## src/rtl/load_store_unit_if.sv

```systemverilog
// load_store_unit_if: execute request, data-memory handshake and writeback bundle for the LSU.
interface load_store_unit_if;
  logic        req_valid;
  logic        req_ready;
  logic        req_load;
  logic [2:0]  req_funct3;
  logic [31:0] req_addr;
  logic [31:0] req_wdata;
  logic [4:0]  req_rd;
  logic        mem_req;
  logic        mem_we;
  logic [31:0] mem_addr;
  logic [31:0] mem_wdata;
  logic [3:0]  mem_be;
  logic        mem_ack;
  logic [31:0] mem_rdata;
  logic        wb_valid;
  logic [4:0]  wb_rd;
  logic [31:0] wb_data;
  logic        misalign;
  logic        bus_err;
  modport master (
    input  req_valid, req_load, req_funct3, req_addr, req_wdata, req_rd, mem_ack, mem_rdata,
    output req_ready, mem_req, mem_we, mem_addr, mem_wdata, mem_be, wb_valid, wb_rd, wb_data,
           misalign, bus_err
  );
  modport slave (
    output req_valid, req_load, req_funct3, req_addr, req_wdata, req_rd, mem_ack, mem_rdata,
    input  req_ready, mem_req, mem_we, mem_addr, mem_wdata, mem_be, wb_valid, wb_rd, wb_data,
           misalign, bus_err
  );
endinterface

```

## src/rtl/load_store_unit.sv

```systemverilog
// load_store_unit: one load/store at a time over a variable-latency memory handshake,
// with alignment checks, ack timeout and aligned/extended single-cycle load writeback.
module load_store_unit #(
  parameter int TIMEOUT = 16
) (
  input logic clk,
  input logic rst,
  load_store_unit_if.master bus
);
  typedef enum logic [1:0] {IDLE, REQ, WB, ERR} state_t;
  localparam int CW = $clog2(TIMEOUT + 1);
  state_t      r_state, w_next;
  logic [CW-1:0] r_cnt;
  logic        r_load, r_bus_err, r_mem_we;
  logic [2:0]  r_funct3;
  logic [1:0]  r_off;
  logic [4:0]  r_rd, r_wb_rd;
  logic [31:0] r_wb_data, r_mem_addr, r_mem_wdata;
  logic [3:0]  r_mem_be;
  logic        w_accept, w_illegal, w_timeout, w_ack;
  logic [7:0]  w_byte;
  logic [15:0] w_half;
  logic [31:0] w_ext, w_lane;
  logic [3:0]  w_be;
  assign bus.req_ready = rst & (r_state == IDLE);
  assign bus.mem_req   = r_state == REQ;
  assign bus.mem_we    = r_mem_we;
  assign bus.mem_addr  = r_mem_addr;
  assign bus.mem_wdata = r_mem_wdata;
  assign bus.mem_be    = r_mem_be;
  assign bus.misalign  = r_state == ERR;
  assign bus.bus_err   = r_bus_err;
  assign bus.wb_valid  = (r_state == WB) && (r_wb_rd != 5'd0);
  assign bus.wb_rd     = r_wb_rd;
  assign bus.wb_data   = r_wb_data;
  assign w_accept  = bus.req_valid & bus.req_ready;
  assign w_ack     = (r_state == REQ) & bus.mem_ack;
  assign w_timeout = (r_state == REQ) && !bus.mem_ack && (r_cnt == CW'(TIMEOUT - 1));
  always_comb begin
    w_illegal = bus.req_load
      ? (bus.req_funct3 == 3'd3 || bus.req_funct3 >= 3'd6 ||
         (bus.req_funct3[1:0] == 2'd1 && bus.req_addr[0]) ||
         (bus.req_funct3 == 3'd2 && bus.req_addr[1:0] != 2'd0))
      : (bus.req_funct3 >= 3'd3 ||
         (bus.req_funct3 == 3'd1 && bus.req_addr[0]) ||
         (bus.req_funct3 == 3'd2 && bus.req_addr[1:0] != 2'd0));
    w_lane = bus.req_funct3[1:0] == 2'd0 ? {4{bus.req_wdata[7:0]}} :
             bus.req_funct3[1:0] == 2'd1 ? {2{bus.req_wdata[15:0]}} : bus.req_wdata;
    w_be = bus.req_load ? 4'b0000 :
           bus.req_funct3[1:0] == 2'd0 ? 4'b0001 << bus.req_addr[1:0] :
           bus.req_funct3[1:0] == 2'd1 ? 4'b0011 << bus.req_addr[1:0] : 4'b1111;
    w_byte = bus.mem_rdata[8*r_off +: 8];
    w_half = bus.mem_rdata[16*r_off[1] +: 16];
    w_ext = r_funct3[1:0] == 2'd0 ? {{24{w_byte[7] & ~r_funct3[2]}}, w_byte} :
            r_funct3[1:0] == 2'd1 ? {{16{w_half[15] & ~r_funct3[2]}}, w_half} : bus.mem_rdata;
  end
  always_comb begin
    w_next = r_state;
    case (r_state)
      IDLE:    w_next = w_accept ? (w_illegal ? ERR : REQ) : IDLE;
      REQ:     w_next = w_ack ? (r_load ? WB : IDLE) : (w_timeout ? IDLE : REQ);
      default: w_next = IDLE;
    endcase
  end
  always_ff @(posedge clk) begin
    if (!rst) begin
      r_state     <= IDLE;
      r_cnt       <= '0;
      r_load      <= 1'b0;
      r_funct3    <= 3'd0;
      r_off       <= 2'd0;
      r_rd        <= 5'd0;
      r_bus_err   <= 1'b0;
      r_mem_we    <= 1'b0;
      r_mem_addr  <= 32'd0;
      r_mem_wdata <= 32'd0;
      r_mem_be    <= 4'd0;
      r_wb_rd     <= 5'd0;
      r_wb_data   <= 32'd0;
    end else begin
      r_state   <= w_next;
      r_cnt     <= (r_state == REQ && !bus.mem_ack) ? r_cnt + 1'b1 : '0;
      r_bus_err <= w_timeout;
      if (w_accept) begin
        r_load      <= bus.req_load;
        r_funct3    <= bus.req_funct3;
        r_off       <= bus.req_addr[1:0];
        r_rd        <= bus.req_rd;
        r_mem_we    <= ~bus.req_load;
        r_mem_addr  <= {bus.req_addr[31:2], 2'b00};
        r_mem_wdata <= w_lane;
        r_mem_be    <= w_be;
      end
      if (w_ack && r_load) begin
        r_wb_rd   <= r_rd;
        r_wb_data <= w_ext;
      end
    end
  end
endmodule
```

## src/flat_wrapper.sv

```systemverilog
// flat-port wrapper written by rule: the top's interface ports become plain ports
module load_store_unit_flat 
#(
  parameter int TIMEOUT = 16
)
  (clk, rst, bus_req_valid, bus_req_load, bus_req_funct3, bus_req_addr, bus_req_wdata, bus_req_rd, bus_mem_ack, bus_mem_rdata, bus_req_ready, bus_mem_req, bus_mem_we, bus_mem_addr, bus_mem_wdata, bus_mem_be, bus_wb_valid, bus_wb_rd, bus_wb_data, bus_misalign, bus_bus_err);
  load_store_unit_if bus_i ();
  input logic clk;
  input logic rst;
  input wire logic [$bits(bus_i.req_valid)-1:0] bus_req_valid;
  input wire logic [$bits(bus_i.req_load)-1:0] bus_req_load;
  input wire logic [$bits(bus_i.req_funct3)-1:0] bus_req_funct3;
  input wire logic [$bits(bus_i.req_addr)-1:0] bus_req_addr;
  input wire logic [$bits(bus_i.req_wdata)-1:0] bus_req_wdata;
  input wire logic [$bits(bus_i.req_rd)-1:0] bus_req_rd;
  input wire logic [$bits(bus_i.mem_ack)-1:0] bus_mem_ack;
  input wire logic [$bits(bus_i.mem_rdata)-1:0] bus_mem_rdata;
  output wire logic [$bits(bus_i.req_ready)-1:0] bus_req_ready;
  output wire logic [$bits(bus_i.mem_req)-1:0] bus_mem_req;
  output wire logic [$bits(bus_i.mem_we)-1:0] bus_mem_we;
  output wire logic [$bits(bus_i.mem_addr)-1:0] bus_mem_addr;
  output wire logic [$bits(bus_i.mem_wdata)-1:0] bus_mem_wdata;
  output wire logic [$bits(bus_i.mem_be)-1:0] bus_mem_be;
  output wire logic [$bits(bus_i.wb_valid)-1:0] bus_wb_valid;
  output wire logic [$bits(bus_i.wb_rd)-1:0] bus_wb_rd;
  output wire logic [$bits(bus_i.wb_data)-1:0] bus_wb_data;
  output wire logic [$bits(bus_i.misalign)-1:0] bus_misalign;
  output wire logic [$bits(bus_i.bus_err)-1:0] bus_bus_err;
  assign bus_i.req_valid = bus_req_valid;
  assign bus_i.req_load = bus_req_load;
  assign bus_i.req_funct3 = bus_req_funct3;
  assign bus_i.req_addr = bus_req_addr;
  assign bus_i.req_wdata = bus_req_wdata;
  assign bus_i.req_rd = bus_req_rd;
  assign bus_i.mem_ack = bus_mem_ack;
  assign bus_i.mem_rdata = bus_mem_rdata;
  assign bus_req_ready = bus_i.req_ready;
  assign bus_mem_req = bus_i.mem_req;
  assign bus_mem_we = bus_i.mem_we;
  assign bus_mem_addr = bus_i.mem_addr;
  assign bus_mem_wdata = bus_i.mem_wdata;
  assign bus_mem_be = bus_i.mem_be;
  assign bus_wb_valid = bus_i.wb_valid;
  assign bus_wb_rd = bus_i.wb_rd;
  assign bus_wb_data = bus_i.wb_data;
  assign bus_misalign = bus_i.misalign;
  assign bus_bus_err = bus_i.bus_err;
  load_store_unit #(.TIMEOUT(TIMEOUT)) u_core (.clk(clk), .rst(rst), .bus(bus_i));
endmodule
```

## config.mk

```make
export PLATFORM = sky130hd
export DESIGN_NAME = load_store_unit_flat
export DESIGN_NICKNAME = d
export VERILOG_FILES = /design/src/rtl/load_store_unit_if.sv /design/src/rtl/load_store_unit.sv /design/src/flat_wrapper.sv
export SDC_FILE = /design/constraint.sdc
export NUM_CORES = 1
export LEC_CHECK = 0
export ABC_AREA = 1
export BUFFER_PORTS_ARGS = -buffer_cell sky130_fd_sc_hd__buf_2
export CAP_MARGIN = 20
export CORE_UTILIZATION = 45
export CTS_CLUSTER_DIAMETER = 60
export DETAILED_ROUTE_END_ITERATION = 12
export GPL_TIMING_DRIVEN = 0
export PLACE_DENSITY = 0.86
export SKIP_CTS_REPAIR_TIMING = 1
export SYNTH_ARGS = -nofsm -noshare
export SYNTH_HDL_FRONTEND = slang
export SYNTH_SLANG_ARGS = --single-unit
```

## constraint.sdc

```tcl
create_clock -name clk -period 1.6 [get_ports clk]
set_input_delay 0.32 -clock clk [delete_from_list [all_inputs] [get_ports clk]]
set_output_delay 0.32 -clock clk [all_outputs]
set_load 0.05 [all_outputs]
```

==> impl_metrics.ini, run 1 <==
[run_status]
run_status = finished with violations
violations = negative setup slack

[detailed_routing]
drt-vias-per-instance = 5.09
routed_wl_um = 18600
wl_per_cell_um = 14.7
drtAntennaViolNets = 0
vias = 6442
drc = 0
firstDrtPassIters = 5
drt_iter0_drc = 486

[job]
cap_violations = 0

[sta]
hold_viol_final = 0
period_needed_ns = 1.66
slew_viol_final = 0
hold_slack_ns = 0.136
max_slew_margin_pct = 60.7
setup_viol = 1
max_freq_ghz = 0.601
tns_ns = -0.0635
fin_crit_sh_pct = 104
fin_ws_ns = -0.0635
worst_slew_pin_slew_ns = 0.590
rsz0062_at_grt = true
skew_ns = 0.00550

[global_routing]
met2_usage_pct = 49.8
grt_first_pass_wirelength_um = 28800
antenna_found_initial = 0
grt_max_degree = 17
met3_usage_pct = 10.4
grt-busiest-layer = met2
grt_pass1_vias = 5833
grt.overflow.total = 0
grt_usage_pct = 29.0
use_met1_pct = 33.1

[floorplanning]
ios = 220
die-width_um = 114
placementRows = 40
die_h_um = 114
dieArea_sq_um = 13000
initial_core_util_pct = 46.6
core_area_sq_um = 12100

[finish]
nNetsFinal = 1200
final_cell_mix = nand2_1, buf_2, dfxtp_1
layout_commonest_cell = nand2_1
fin_util_pct = 63.3
fin_area_sq_um = 7660
n_antenna_cell = 0
layout-drive-gt1-share_pct = 27.6
synthToLayoutAreaGrowth_pct = 35.7

[pwr]
vdd_drop_max_v = 0.00100
power_density_nw_per_um2 = 1150
total_power_w = 0.00879
leakagePower_nw = 3.98

[clock_tree]
cts_sinks = 123
clk_path_buf_depth = 2
clock_latency_ns = 0.42
path_clk_slew_ns = 0.06
root_buffer = clkbuf_16
h-tree-depth = 4
numCtsBuffers = 17
cts_tree = yes

[worst_setup_path]
critPathBufInv = 1
worst_setup_path_start_kind = flip-flop
critical_path_class = flip-flop to primary output
required_ns = 1.28
critical_path_arrival_ns = 1.34
cp_top_family = simple AND/OR/NAND/NOR gates
slowest_stage = dfxtp_4
max_stage_delay_ns = 0.37
endpoint_kind = primary output
worstPathMaxFanout = 6
cp_cell_sequence = or2_4 -> nor2_4 -> buf_6

[logic_synthesis]
yosysSeqAreaShare_pct = 43.6
synth-seq-cells = 123
synth_area_per_cell_sq_um = 6.65
syn_area_sq_um = 5650
yosysWarnings = 0
syn_inst = 849
synth.distinct_cells = 25

[placement]
placed_cell_area_sq_um = 6950
port_buffers = 216
dpl.hpwl_um = 13800
gp_congestion = 0.943

[worst_hold_path]
hp-class = primary input to flip-flop
## metrics by stage
step,instances,worst slack (ns)
final,1266,-0.0635
after global routing,1266,-0.0964
after CTS,1266,-0.225
after detailed placement,1234,-0.214
after global placement,1234,-0.188
after floorplan,850,0.0986
## registers in the layout, indices dropped and copies added (netlist names)
register,flops
u_core.r_rd,5
u_core.bus.mem_be,4
u_core.r_load,1
u_core.r_cnt,5
u_core.r_state,2
u_core.bus.wb_data,32
u_core.bus.mem_addr,30
u_core.bus.bus_err,1
u_core.bus.mem_we,1
u_core.bus.wb_rd,5
u_core.bus.mem_wdata,32
u_core.r_off,2
u_core.r_funct3,3
## layout make-up
cell class / count / area, sq um
Sequential cell: 123 / 2470
Clock inverter: 10 / 139
Buffer: 52 / 273
Inverter: 90 / 347
Clock buffer: 22 / 484
Tap cell: 168 / 210
Fill cell: 1139 / 4450
Timing Repair Buffer: 216 / 1100
Multi-Input combinational cell: 585 / 2650
## worst min-delay path, stage by stage
cell and delay (ns):
buf_2 0.09, nand2_1 0.05, a21oi_1 0.05
## power breakdown
group | internal, W | switching [W] | total (W)
logic | 0.000420 | 0.00106 | 0.00148
clock network | 0.00261 | 0.00142 | 0.00403
registers | 0.00320 | 0.0000738 | 0.00327
## Yosys cell counts, drive strengths merged
library cell,instances,area [sq um]
a21oi,95,475
a31oi,5,31.3
buf,36,194
clkbuf,16,60.1
clkinv,1,3.75
conb,1,3.75
dfxtp,123,2460
ha,6,75.1
inv,89,334
nand2,243,912
nand3,54,285
nand4,1,12.5
nor2,109,417
nor3,3,15.0
nor3b,1,7.51
o211ai,10,75.1
o21ai,53,265
o22ai,2,12.5
or2,1,6.26
## final timing paths
kind	start	end	slack (ns)	cells past startpoint
max	u_core.r_state[1]$_SDFF_PN0_	bus_req_ready	-0.06	3
min	bus_req_addr[16]	u_core.bus.mem_addr[16]$_SDFFE_PN0N_	0.14	3
max reg2reg	u_core.r_funct3[0]$_SDFFE_PN0N_	u_core.bus.wb_data[7]$_SDFFE_PN0P_	0.11	7
min reg2reg	u_core.r_cnt[0]$_SDFF_PN0_	u_core.r_cnt[0]$_SDFF_PN0_	0.45	1
## cell families after synthesis
| family | after synthesis | synth area share, % |
|---|---|---|
| other | 1 | 0.0664 |
| buffers and inverters | 142 | 10.5 |
| adders and majority gates | 6 | 1.33 |
| and+or+nand+nor | 412 | 29.3 |
| AOI/OAI and AO/OA | 165 | 15.2 |
| DFF | 123 | 43.6 |
## routing by layer
layer	vias up	share of wire, %
li1	3156	-
met5	-	0
met1	2919	39
met4	0	2.7
met2	323	49
met3	44	9.8
(Power assumes the default switching activity.)
==> run 2, diff against run 1 <==
--- a/config.mk
+++ b/config.mk
@@ -9,10 +9,12 @@
 export BUFFER_PORTS_ARGS = -buffer_cell sky130_fd_sc_hd__buf_2
 export CAP_MARGIN = 20
 export CORE_UTILIZATION = 45
+export CTS_BUF_LIST = sky130_fd_sc_hd__clkbuf_2 sky130_fd_sc_hd__clkbuf_4 sky130_fd_sc_hd__clkbuf_8
 export CTS_CLUSTER_DIAMETER = 60
 export DETAILED_ROUTE_END_ITERATION = 12
 export GPL_TIMING_DRIVEN = 0
 export PLACE_DENSITY = 0.86
+export SETUP_SLACK_MARGIN = 0.05
 export SKIP_CTS_REPAIR_TIMING = 1
 export SYNTH_ARGS = -nofsm -noshare
 export SYNTH_HDL_FRONTEND = slang
==> impl_metrics.ini, run 2 (same netlist as run 1, synthesis figures left out) <==
[sta]
hold_viol_final = 0
worst_slew_pin_slew_ns = 0.616
rsz0062_at_grt = true
max_freq_ghz = 0.590
slew_viol_final = 0
skew_ns = 0.0112
max_slew_margin_pct = 58.9
fin_crit_sh_pct = 106
setup_viol = 2
period_needed_ns = 1.69
fin_ws_ns = -0.0949

[clock_tree]
root_buffer = clkbuf_8
cts_sinks = 123
path_clk_slew_ns = 0.07
cts_tree = yes
clk_path_buf_depth = 2
numCtsBuffers = 17
h-tree-depth = 4
clock_latency_ns = 0.46

[floorplanning]
core_area_sq_um = 12100
initial_core_util_pct = 46.6
dieArea_sq_um = 13000
ios = 220
die_h_um = 114
die-width_um = 114
placementRows = 40

[global_routing]
grt_usage_pct = 28.8
grt_max_degree = 17
grt_first_pass_wirelength_um = 28500
grt.overflow.total = 0
antenna_found_initial = 0
grt_pass1_vias = 5787

[finish]
fin_area_sq_um = 7570
nNetsFinal = 1206
n_antenna_cell = 0
synthToLayoutAreaGrowth_pct = 34.1
layout-drive-gt1-share_pct = 28.4
n_fill_cell = 1148
final_cell_count_no_fill = 1272
final_cell_mix = nand2_1, buf_2, dfxtp_1
fin_util_pct = 62.5
layout_commonest_cell = nand2_1

[worst_setup_path]
worstPathMaxFanout = 4
critPathBufInv = 1
slowest_stage = dfxtp_4
r2r_slack_ns = 0.11
cp_cell_sequence = or2_4 -> nor2_4 -> buf_6
critical_path_class = flip-flop to primary output
critical_path_arrival_ns = 1.37
cp_top_family = simple AND/OR/NAND/NOR gates
required_ns = 1.28
worst_setup_path_start_kind = flip-flop
endpoint_kind = primary output
max_stage_delay_ns = 0.36

[placement]
placed_cell_area_sq_um = 6950
post-place-ws_ns = -0.214
dpl.hpwl_um = 13800
gp_congestion = 0.943
dp.cells = 1234
port_buffers = 216

[pwr]
total_power_w = 0.00781
leakagePower_nw = 3.93
vdd_drop_max_v = 0.000851
power_density_nw_per_um2 = 1030

[run_status]
run_status = finished with violations
violations = negative setup slack

[detailed_routing]
drc = 0
drt-vias-per-instance = 5.08
vias = 6456
drt_iter0_drc = 559
routed_wl_um = 19000
firstDrtPassIters = 5
drtAntennaViolNets = 0
wl_per_cell_um = 14.9

[job]
cap_violations = 0

[worst_hold_path]
hp-class = primary input to flip-flop
[run 2: cell types whose count changed in the layout (fill, tap and decap cells not counted), moves of 2 or more]
cell       previous run  this run
buf_2               234       228
buf_4                 7        14
buf_6                 2         4
clkbuf_1             14        12
clkbuf_16            17         0
clkbuf_4              7         9
clkbuf_8              4        21
[run 2: area by class of cell]
type,instances,area (sq um),area share [%]
multi-input combinational,586,2670,35.2
sequential,123,2470,32.6
timing repair buffer,221,1150,15.2
inverter,90,352,4.64
clock buffer,22,297,3.92
buffer,52,288,3.80
tap,168,210,2.78
clock inverter,10,139,1.83
[run 2: worst paths after layout]
check | from | to | cells past startpoint
setup / recovery | u_core.r_state[1]$_SDFF_PN0_ | bus_req_ready | 3
hold / removal | bus_req_addr[16] | u_core.bus.mem_addr[16]$_SDFFE_PN0N_ | 3
setup reg to reg | u_core.r_state[1]$_SDFF_PN0_ | u_core.bus.wb_data[8]$_SDFFE_PN0P_ | 8
hold reg to reg | u_core.r_cnt[0]$_SDFF_PN0_ | u_core.r_cnt[0]$_SDFF_PN0_ | 1
[run 2: worst min-delay path, cell delays in order]
cell and delay, ns:
buf_2 0.09, nand2_1 0.05, a21oi_1 0.05
[run 2: power breakdown]
part | switching (W) | leakage [nW] | total (W) | internal [W]
Sequential | 0.0000745 | 1.00 | 0.00327 | 0.00319
Clock | 0.00129 | 0.222 | 0.00302 | 0.00172
Combinational | 0.00108 | 2.71 | 0.00152 | 0.000443
[run 2: stage by stage]
stage          hold WS, ns  setup TNS, ns
2_1_floorplan        0.418              0
3_3_place_gp         0.434         -0.553
3_5_place_dp         0.436         -0.893
4_1_cts             0.0822          -1.61
5_1_grt             0.0789         -0.311
6_report            0.0947         -0.119
[run 2: layer usage]
layer	vias to the layer above	GRT usage [%]	share of wire, %
li1	3171	-	-
met1	2906	33.1	38
met2	335	48.8	49
met3	44	9.19	9.9
met4	0	13.2	3.1
met5	-	0	0
